--- src/rtl/risc_mc_control.sv ---
// risc_mc_control: multicycle fetch/decode/exec/mem/wb control FSM with retired-instruction counter
module risc_mc_control #(
  parameter int OPW   = 4,
  parameter int CNT_W = 16
) (
  input  logic             clk,
  input  logic             rst,
  input  logic [OPW-1:0]   opcode,
  input  logic             zero,
  input  logic             mem_ready,
  output logic             mem_req,
  output logic             mem_we,
  output logic             iord,
  output logic             ir_load,
  output logic             pc_write,
  output logic [1:0]       pc_src,
  output logic             alu_src,
  output logic [1:0]       alu_op,
  output logic [1:0]       M2,
  output logic [1:0]       wb_src,
  output logic             reg_write,
  output logic             halted,
  output logic [CNT_W-1:0] instr_count
);
  typedef enum logic [2:0] {FETCH, DECODE, EXEC, MEM, WB, HALT} state_t;
  localparam logic [OPW-1:0] OP_R    = OPW'(0);
  localparam logic [OPW-1:0] OP_ADDI = OPW'(1);
  localparam logic [OPW-1:0] OP_LW   = OPW'(2);
  localparam logic [OPW-1:0] OP_SW   = OPW'(3);
  localparam logic [OPW-1:0] OP_BEQ  = OPW'(4);
  localparam logic [OPW-1:0] OP_JAL  = OPW'(5);
  localparam logic [OPW-1:0] OP_J    = OPW'(6);
  localparam logic [OPW-1:0] OP_HALT = OPW'(15);
  state_t state, nxt;
  logic [OPW-1:0] op_q;
  logic [CNT_W-1:0] cnt;
  logic taken;
  assign taken = (op_q == OP_BEQ) && zero;
  assign instr_count = rst ? '0 : cnt;
  always_comb begin
    nxt = state;
    mem_req = 1'b0;
    mem_we = 1'b0;
    iord = 1'b0;
    ir_load = 1'b0;
    pc_write = 1'b0;
    pc_src = 2'b00;
    alu_src = 1'b0;
    alu_op = 2'b00;
    M2 = 2'b01;
    wb_src = 2'b00;
    reg_write = 1'b0;
    halted = 1'b0;
    case (state)
      FETCH: begin
        mem_req = 1'b1;
        ir_load = mem_ready;
        pc_write = mem_ready;
        nxt = mem_ready ? DECODE : FETCH;
      end
      DECODE: begin
        pc_write = opcode == OP_J;
        pc_src = opcode == OP_J ? 2'b10 : 2'b00;
        nxt = opcode == OP_J ? FETCH :
              opcode == OP_JAL ? WB :
              opcode == OP_HALT ? HALT :
              opcode inside {OP_R, OP_ADDI, OP_LW, OP_SW, OP_BEQ} ? EXEC : FETCH;
      end
      EXEC: begin
        alu_src = op_q inside {OP_ADDI, OP_LW, OP_SW};
        alu_op = op_q == OP_R ? 2'b10 : op_q == OP_BEQ ? 2'b01 : 2'b00;
        pc_write = taken;
        pc_src = taken ? 2'b01 : 2'b00;
        nxt = op_q inside {OP_R, OP_ADDI} ? WB : op_q inside {OP_LW, OP_SW} ? MEM : FETCH;
      end
      MEM: begin
        mem_req = 1'b1;
        iord = 1'b1;
        mem_we = op_q == OP_SW;
        nxt = !mem_ready ? MEM : op_q == OP_LW ? WB : FETCH;
      end
      WB: begin
        reg_write = 1'b1;
        M2 = op_q == OP_R ? 2'b10 : op_q == OP_JAL ? 2'b00 : 2'b01;
        wb_src = op_q == OP_LW ? 2'b01 : op_q == OP_JAL ? 2'b10 : 2'b00;
        pc_write = op_q == OP_JAL;
        pc_src = op_q == OP_JAL ? 2'b10 : 2'b00;
        nxt = FETCH;
      end
      HALT: halted = 1'b1;
      default: nxt = FETCH;
    endcase
    if (rst) begin
      mem_req = 1'b0;
      mem_we = 1'b0;
      iord = 1'b0;
      ir_load = 1'b0;
      pc_write = 1'b0;
      pc_src = 2'b00;
      alu_src = 1'b0;
      alu_op = 2'b00;
      M2 = 2'b01;
      wb_src = 2'b00;
      reg_write = 1'b0;
      halted = 1'b0;
    end
  end
  always_ff @(posedge clk) begin
    if (rst) begin
      state <= FETCH;
      op_q <= '0;
      cnt <= '0;
    end else begin
      state <= nxt;
      if (state == DECODE) op_q <= opcode;
      if (nxt == FETCH && state != FETCH) cnt <= cnt + CNT_W'(1);
    end
  end
endmodule

--- config.mk ---
export PLATFORM = sky130hd
export DESIGN_NAME = risc_mc_control
export DESIGN_NICKNAME = d
export VERILOG_FILES = /design/src/rtl/risc_mc_control.sv
export SDC_FILE = /design/constraint.sdc
export NUM_CORES = 1
export LEC_CHECK = 0
export CORE_ASPECT_RATIO = 1.2
export CORE_MARGIN = 4
export CORE_UTILIZATION = 40
export CTS_CLUSTER_DIAMETER = 150
export DETAILED_ROUTE_END_ITERATION = 10
export DONT_BUFFER_PORTS = 1
export PLACE_DENSITY = 0.51
export SYNTH_ARGS = -nofsm -noshare
export SYNTH_HDL_FRONTEND = slang
export SYNTH_SLANG_ARGS = --single-unit
--- constraint.sdc ---
create_clock -name clk -period 2.3 [get_ports clk]
set_input_delay 0.46 -clock clk [delete_from_list [all_inputs] [get_ports clk]]
set_output_delay 0.46 -clock clk [all_outputs]
set_load 0.005 [all_outputs]
==> summary.md, run 1 <==
| Metric | Value |
|---|---|
| Outcome | `finished, final reports clean` |
| Postcts setup bufs | `0` |
| Clock skew | `0.001180 ns` |
| GP Congestion | `0.8956` |
| Post-synth EDFFs | `0` |
| YS warnings | `0` |
| Post-Syn Area | `1460 um2` |
| Tot GR Track Use | `0.1599` |
| Drt via density | `~5.9` |
| Post-Place Cells | `220` |
| Most common cell after layout, fill and taps aside | `nor2_1` |
| Max-cap viol count | `0` |
| Final std cells w/o fill | `approximately 220` |
| Critical Setup Path Class | `reg -> reg` |
| Layout cells sized above 1 | `0.1283` |
| Critical Path End Type | `flip-flop` |
| Main synth FF type | `dfxtp_1` |
| Pin count of the biggest net entering global routing | `42` |
| Worst slack at placement | `roughly 0.18 ns` |
| Area Growth Syn to Fin | `6.684%` |
| Ant diodes | `0` |
| Drt initial violations | `between 50 and 60` |
| HPWL after detailed placement | `~2.8 mm` |
| Mapped Cells | `about 190` |
| CP required | `2.45 ns` |
| Final wirelength | `about 3.6 mm` |
| Initial antenna violation count | `0` |
| Worst-Skew Late Latency | `roughly 0.26 ns` |
| Period utilization | `0.9359` |
| Drt pass-1 iters | `4` |
| Mean area per synthesized cell | `7.808 um2` |
| Total core area | `around 3400 um2` |
| H-tree Lvls | `1` |
| Post_cts resized | `0` |
| CTS sink cnt | `23` |
| I/O pin cnt | `40` |
| Row count | `23` |
| Die area | `roughly 4700 um2` |
| Worst slew pin tran | `just over 0.4 ns` |
| First-pass GRT wire length | `around 6 mm` |
| Vias in the first global route | `roughly 1400` |
| Hold WC Path Type | `in -> reg` |
| Synth Register Bits | `23` |
| CTS buffer count | `3` |
| Maximum fanout along the worst path | `20` |
| Wire per inst | `16.13 um` |
| Synthesized Nets | `around 200` |
| Leak | `0.5920 nW` |
| Port bufs | `0` |
| Global route overflow | `0` |
| CTS tree | `yes` |
| Total chip power | `0.7899 mW` |
| Most frequent cells in the layout | `nor2_1, dfxtp_1, nor2b_1, nand2_1, nor3_1` |
| Setup ws final | `around 0.15 ns` |
| Arrival time worst endpoint | `approximately 2.3 ns` |
| Max Transition Viols Final | `0` |
| Setup TNS Final | `0 ns` |
| Unrepaired setup endpoints after global routing | `no` |
| Antenna-violating nets left | `0` |
| CTS hold repair buffers | `0` |
| Hold slack | `approximately 0.26 ns` |
| Clock-pin slew on the worst setup and hold paths | `0.08 ns` |
| Worst relative slew slack | `0.7287` |
| Pwr Density | `507.1 nW/um2` |
| Die height | `74.19 um` |
| Final setup violation count | `0` |
| Critical path startpoint category | `flip-flop` |
| Fin. Hold Viols | `0` |
| Die Wd | `about 63 um` |
| Initial Util | `0.4264` |
| NumNets Final | `197` |
| Max IR drop VDD | `0.2691 mV` |
| Synth async-reset ratio | `0` |
| Post-synthesis sequential area ratio | `0.3153` |
| CTS root buf | `clkbuf_8` |
| Via count | `between 1000 and 1500` |
| Residual DRC | `0` |
| Post-route minimum period | `~2.2 ns` |
| Clock Path Buffers | `2` |
| Post-synth cell types | `43` |
| Peak Freq | `about 460 MHz` |
[power by group]
part | internal, mW | switching [mW]
Clock | 0.123 | 0.123
Combinational | 0.0532 | 0.0581
Sequential | 0.410 | 0.0224
Total | 0.586 | 0.204
[layer usage]
metal / share of wire / vias up / track usage / routed length, um
li1: - / 659 / - / -
met1: 0.39 / 621 / 0.1679 / 1415
met2: 0.54 / 29 / 0.3200 / 1952
met3: 0.051 / 6 / 0.03172 / 186
met4: 0.016 / 0 / 0.04902 / 59
met5: 0 / - / 0 / 0
[logic make-up (layout without fill, tap and decap cells)]
logic type | Yosys count | count (layout) | share of synthesized area
AOI/OAI and AO/OA | 22 | 22 | 0.09854
xor gates and xnor gates | 2 | 2 | 0.01200
adders and majority gates | 1 | 1 | 0.008568
buffers and inverters | 16 | 16 | 0.05312
DFF | 23 | 23 | 0.3153
muxes | 15 | 15 | 0.1114
and+or+nand+nor | 108 | 108 | 0.4010
[layout make-up]
class                   count  area [um2]
inverters                   6       22.52
fillers                   376        1867
flip-flops and latches     23       461.7
clock buffers               4       45.04
well taps                  37       46.29
repair buffers              6       57.56
multi-input cells         148       924.6
[cell usage after synthesis (2+ instances only)]
master | count | area [um2]
nor2_1 | 29 | 108.9
dfxtp_1 | 23 | 460.4
nor2b_1 | 20 | 125.1
nand2_1 | 11 | 41.29
nor3_1 | 10 | 50.05
mux2_2 | 9 | 101.4
nand3_1 | 8 | 40.04
o21ai_0 | 7 | 35.03
and3_1 | 6 | 37.54
inv_1 | 6 | 22.52
mux2i_1 | 5 | 50.05
a21oi_1 | 4 | 20.02
clkbuf_1 | 4 | 15.01
nor4_1 | 4 | 25.02
or3_1 | 3 | 18.77
and2_1 | 2 | 12.51
and4_1 | 2 | 17.52
buf_2 | 2 | 10.01
buf_4 | 2 | 15.01
nand4b_1 | 2 | 17.52
o211ai_1 | 2 | 15.01
o31ai_1 | 2 | 15.01
or2_1 | 2 | 12.51
or4_1 | 2 | 15.01
xor2_1 | 2 | 17.52
[through the flow]
step	area, um2	utilization
3_3_place_gp	1509	0.4406
2_1_floorplan	1460	-
6_report	1558	0.4549
5_1_grt	1558	0.4549
4_1_cts	1554	0.4538
3_5_place_dp	1509	0.4406
[sequential cells by signal (all words and copies together) (netlist names)]
signal  flops
state       3
cnt        16
op_q        4
[worst max-delay path: stages (launching register included)]
cell      delay [ns]
dfxtp_1         0.54
or3b_2          0.50
a211oi_1        0.26
a311o_1         0.22
buf_12          0.16
nor4_2          0.06
mux2_1          0.30
[path summary, 6_finish.rpt]
| kind | endpoint | start | slack [ns] | cells after the start |
|---|---|---|---|---|
| worst min-delay path | state[2] | rst | 0.26 | 1 |
| worst min register to register | cnt[11] | cnt[11] | 0.53 | 2 |
| worst max register to register | cnt[15] | state[1] | 0.15 | 6 |
| worst max-delay path | cnt[15] | state[1] | 0.15 | 6 |
No activity file was read; power rests on OpenSTA's default activity.
==> inputs of run 2 (changes only) <==
--- a/config.mk
+++ b/config.mk
@@ -7,11 +7,11 @@
 export LEC_CHECK = 0
 export CORE_ASPECT_RATIO = 1.2
 export CORE_MARGIN = 4
-export CORE_UTILIZATION = 40
+export CORE_UTILIZATION = 28
 export CTS_CLUSTER_DIAMETER = 150
 export DETAILED_ROUTE_END_ITERATION = 10
 export DONT_BUFFER_PORTS = 1
-export PLACE_DENSITY = 0.51
+export PLACE_DENSITY = 0.38
 export SYNTH_ARGS = -nofsm -noshare
 export SYNTH_HDL_FRONTEND = slang
 export SYNTH_SLANG_ARGS = --single-unit
==> run 2 against run 1 <==
  * Sequential power about the same
  * Sequential share of layout area fell by 0.29 points
  * Hold slack better by 0.0076 ns
  * Design area grew 0.72%
  * Via count about the same
  * Total power rose by 0.64%
  * Clock power is 2% higher
  * Critical endpoint unchanged
  * Largest power group unchanged
==> summary.md, run 2 (synthesis results as in run 1) <==
| Metric | Value |
|---|---|
| Outcome | `finished, final reports clean` |
| Post-route minimum period | `around 2.2 ns` |
| Max reg flops | `16` |
| Ant diodes | `0` |
| Die height | `87.11 um` |
| Vias in the first global route | `roughly 1300` |
| Port bufs | `0` |
| Drt via density | `roughly 5.4` |
| Max-cap viol count | `0` |
| H-tree Lvls | `1` |
| CTS root buf | `clkbuf_8` |
| Reg2reg path depth | `6` |
| CTS sink cnt | `23` |
| Critical path startpoint category | `flip-flop` |
| Global route overflow | `0` |
| CP bufs+invs | `1` |
| Wire per inst | `roughly 16 um` |
| CTS tree | `yes` |
| Clock-pin slew on the worst setup and hold paths | `0.09 ns` |
| Antenna-violating nets left | `0` |
| Area Growth Syn to Fin | `7.455%` |
| Period utilization | `0.9397` |
| I/O pin cnt | `40` |
| Pwr Density | `between 500 and 600 nW/um2` |
| Drt pass-1 iters | `4` |
| CTS buffer count | `3` |
| Residual DRC | `0` |
| Placed Area | `1523 um2` |
| Hold Crit Depth | `1` |
| First-pass GRT wire length | `6.141 mm` |
| NumNets Final | `around 200` |
| Hold WC Path Type | `in -> reg` |
| Most common cell after layout, fill and taps aside | `nor2_1` |
| Fin. Hold Viols | `0` |
| Layout cells sized above 1 | `0.1135` |
| Via count | `approximately 1300` |
| Unrepaired setup endpoints after global routing | `no` |
| CP Launch Point | `state[1]` |
| Critical Path End Type | `flip-flop` |
| Initial Util | `0.2915` |
| Biggest registers after layout | `cnt x16, op_q x4, state x3` |
| Setup TNS Final | `0 ns` |
| Critical Setup Path Class | `reg -> reg` |
| Pin count of the biggest net entering global routing | `42` |
| Worst slew pin tran | `around 0.42 ns` |
| Leak | `between 0.5 and 0.6 nW` |
| Die Wd | `about 74 um` |
| Worst-Skew Late Latency | `about 0.26 ns` |
| Post-route cell area | `around 1600 um2` |
| Max Transition Viols Final | `0` |
| Peak per-stage delay on the critical path | `roughly 0.54 ns` |
| Hold slack | `~0.27 ns` |
| Total core area | `about 5000 um2` |
| Postcts setup bufs | `0` |
| CP required | `2.46 ns` |
| Tot GR Track Use | `0.1209` |
| Final wirelength | `3.842 mm` |
| Clock Path Buffers | `2` |
| Critical Path Stages | `6` |
| Crit-path cells | `or3b_2 -> a211oi_1 -> a311o_1 -> buf_12 -> nor4_2 -> mux2_1` |
| CTS hold repair buffers | `0` |
| Final setup violation count | `0` |
| Post_cts resized | `0` |
| Clock skew | `between 0.005 and 0.006 ns` |
| Reg2reg start | `state[1]` |
| Arrival time worst endpoint | `2.32 ns` |
| Min-Delay Startpoint | `rst` |
| Drt initial violations | `46` |
| Die area | `6439 um2` |
| Critical path's slowest cell | `dfxtp_1` |
| Initial antenna violation count | `0` |
| Critical path's top delay family | `simple AND/OR/NAND/NOR gates` |
| Largest Register | `cnt` |
| Max IR drop VDD | `0.2078 mV` |
| Most frequent cells in the layout | `nor2_1, dfxtp_1, nor2b_1, nand2_1, nor3_1` |
| Peak Freq | `approximately 460 MHz` |
| Row count | `28` |
| HPWL after detailed placement | `2.912 mm` |
| GP Congestion | `approximately 0.85` |
| Worst relative slew slack | `0.7184` |
| Maximum fanout along the worst path | `20` |
==> run 2: changes by cell type in the layout (fill, tap and decap cells not counted), sizes merged <==
| cell | change |
|---|---|
| clkinv | +1 |
| buf | -2 |
| clkbuf | -1 |
==> run 2: worst paths after layout <==
check             slack, ns  endpoint
setup / recovery       0.14   cnt[15]
hold / removal         0.27    cnt[2]
setup reg to reg       0.14   cnt[15]
hold reg to reg        0.51   cnt[11]
==> run 2: layout make-up <==
cell class              count  area (um2)
clock buffers               3       41.29
clock inverters             1       5.005
fillers                   539        3441
inverters                   6       22.52
multi-input cells         148       922.1
flip-flops and latches     23       460.4
well taps                  60       75.07
repair buffers              4       42.54
==> run 2: power breakdown <==
part           leakage (nW)  internal, mW  switching, mW  total, mW
sequential            0.186         0.409         0.0214      0.431
clock                0.0255         0.121          0.133      0.253
combinational         0.373        0.0513         0.0594      0.111
total                 0.585         0.582          0.213      0.795
==> run 2: layer usage <==
layer / vias to the layer above / part of all wire / track usage
met5: - / 0 / 0
met1: 610 / 0.40 / 0.1372
met2: 47 / 0.51 / 0.2024
li1: 655 / - / -
met3: 4 / 0.074 / 0.03233
met4: 0 / 0.014 / 0.06590
==> run 2: stage by stage <==
step                      setup slack, ns    util  total power, mW  cells
after floorplan                    0.3725       -           0.5269    187
after global placement             0.2210  0.3039           0.5509    241
after detailed placement           0.1783  0.3039           0.5510    241
after CTS                         0.08361  0.3132           0.8083    245
after global routing            0.0002882  0.3132           0.8420    245
final                              0.1386  0.3132           0.7950    245
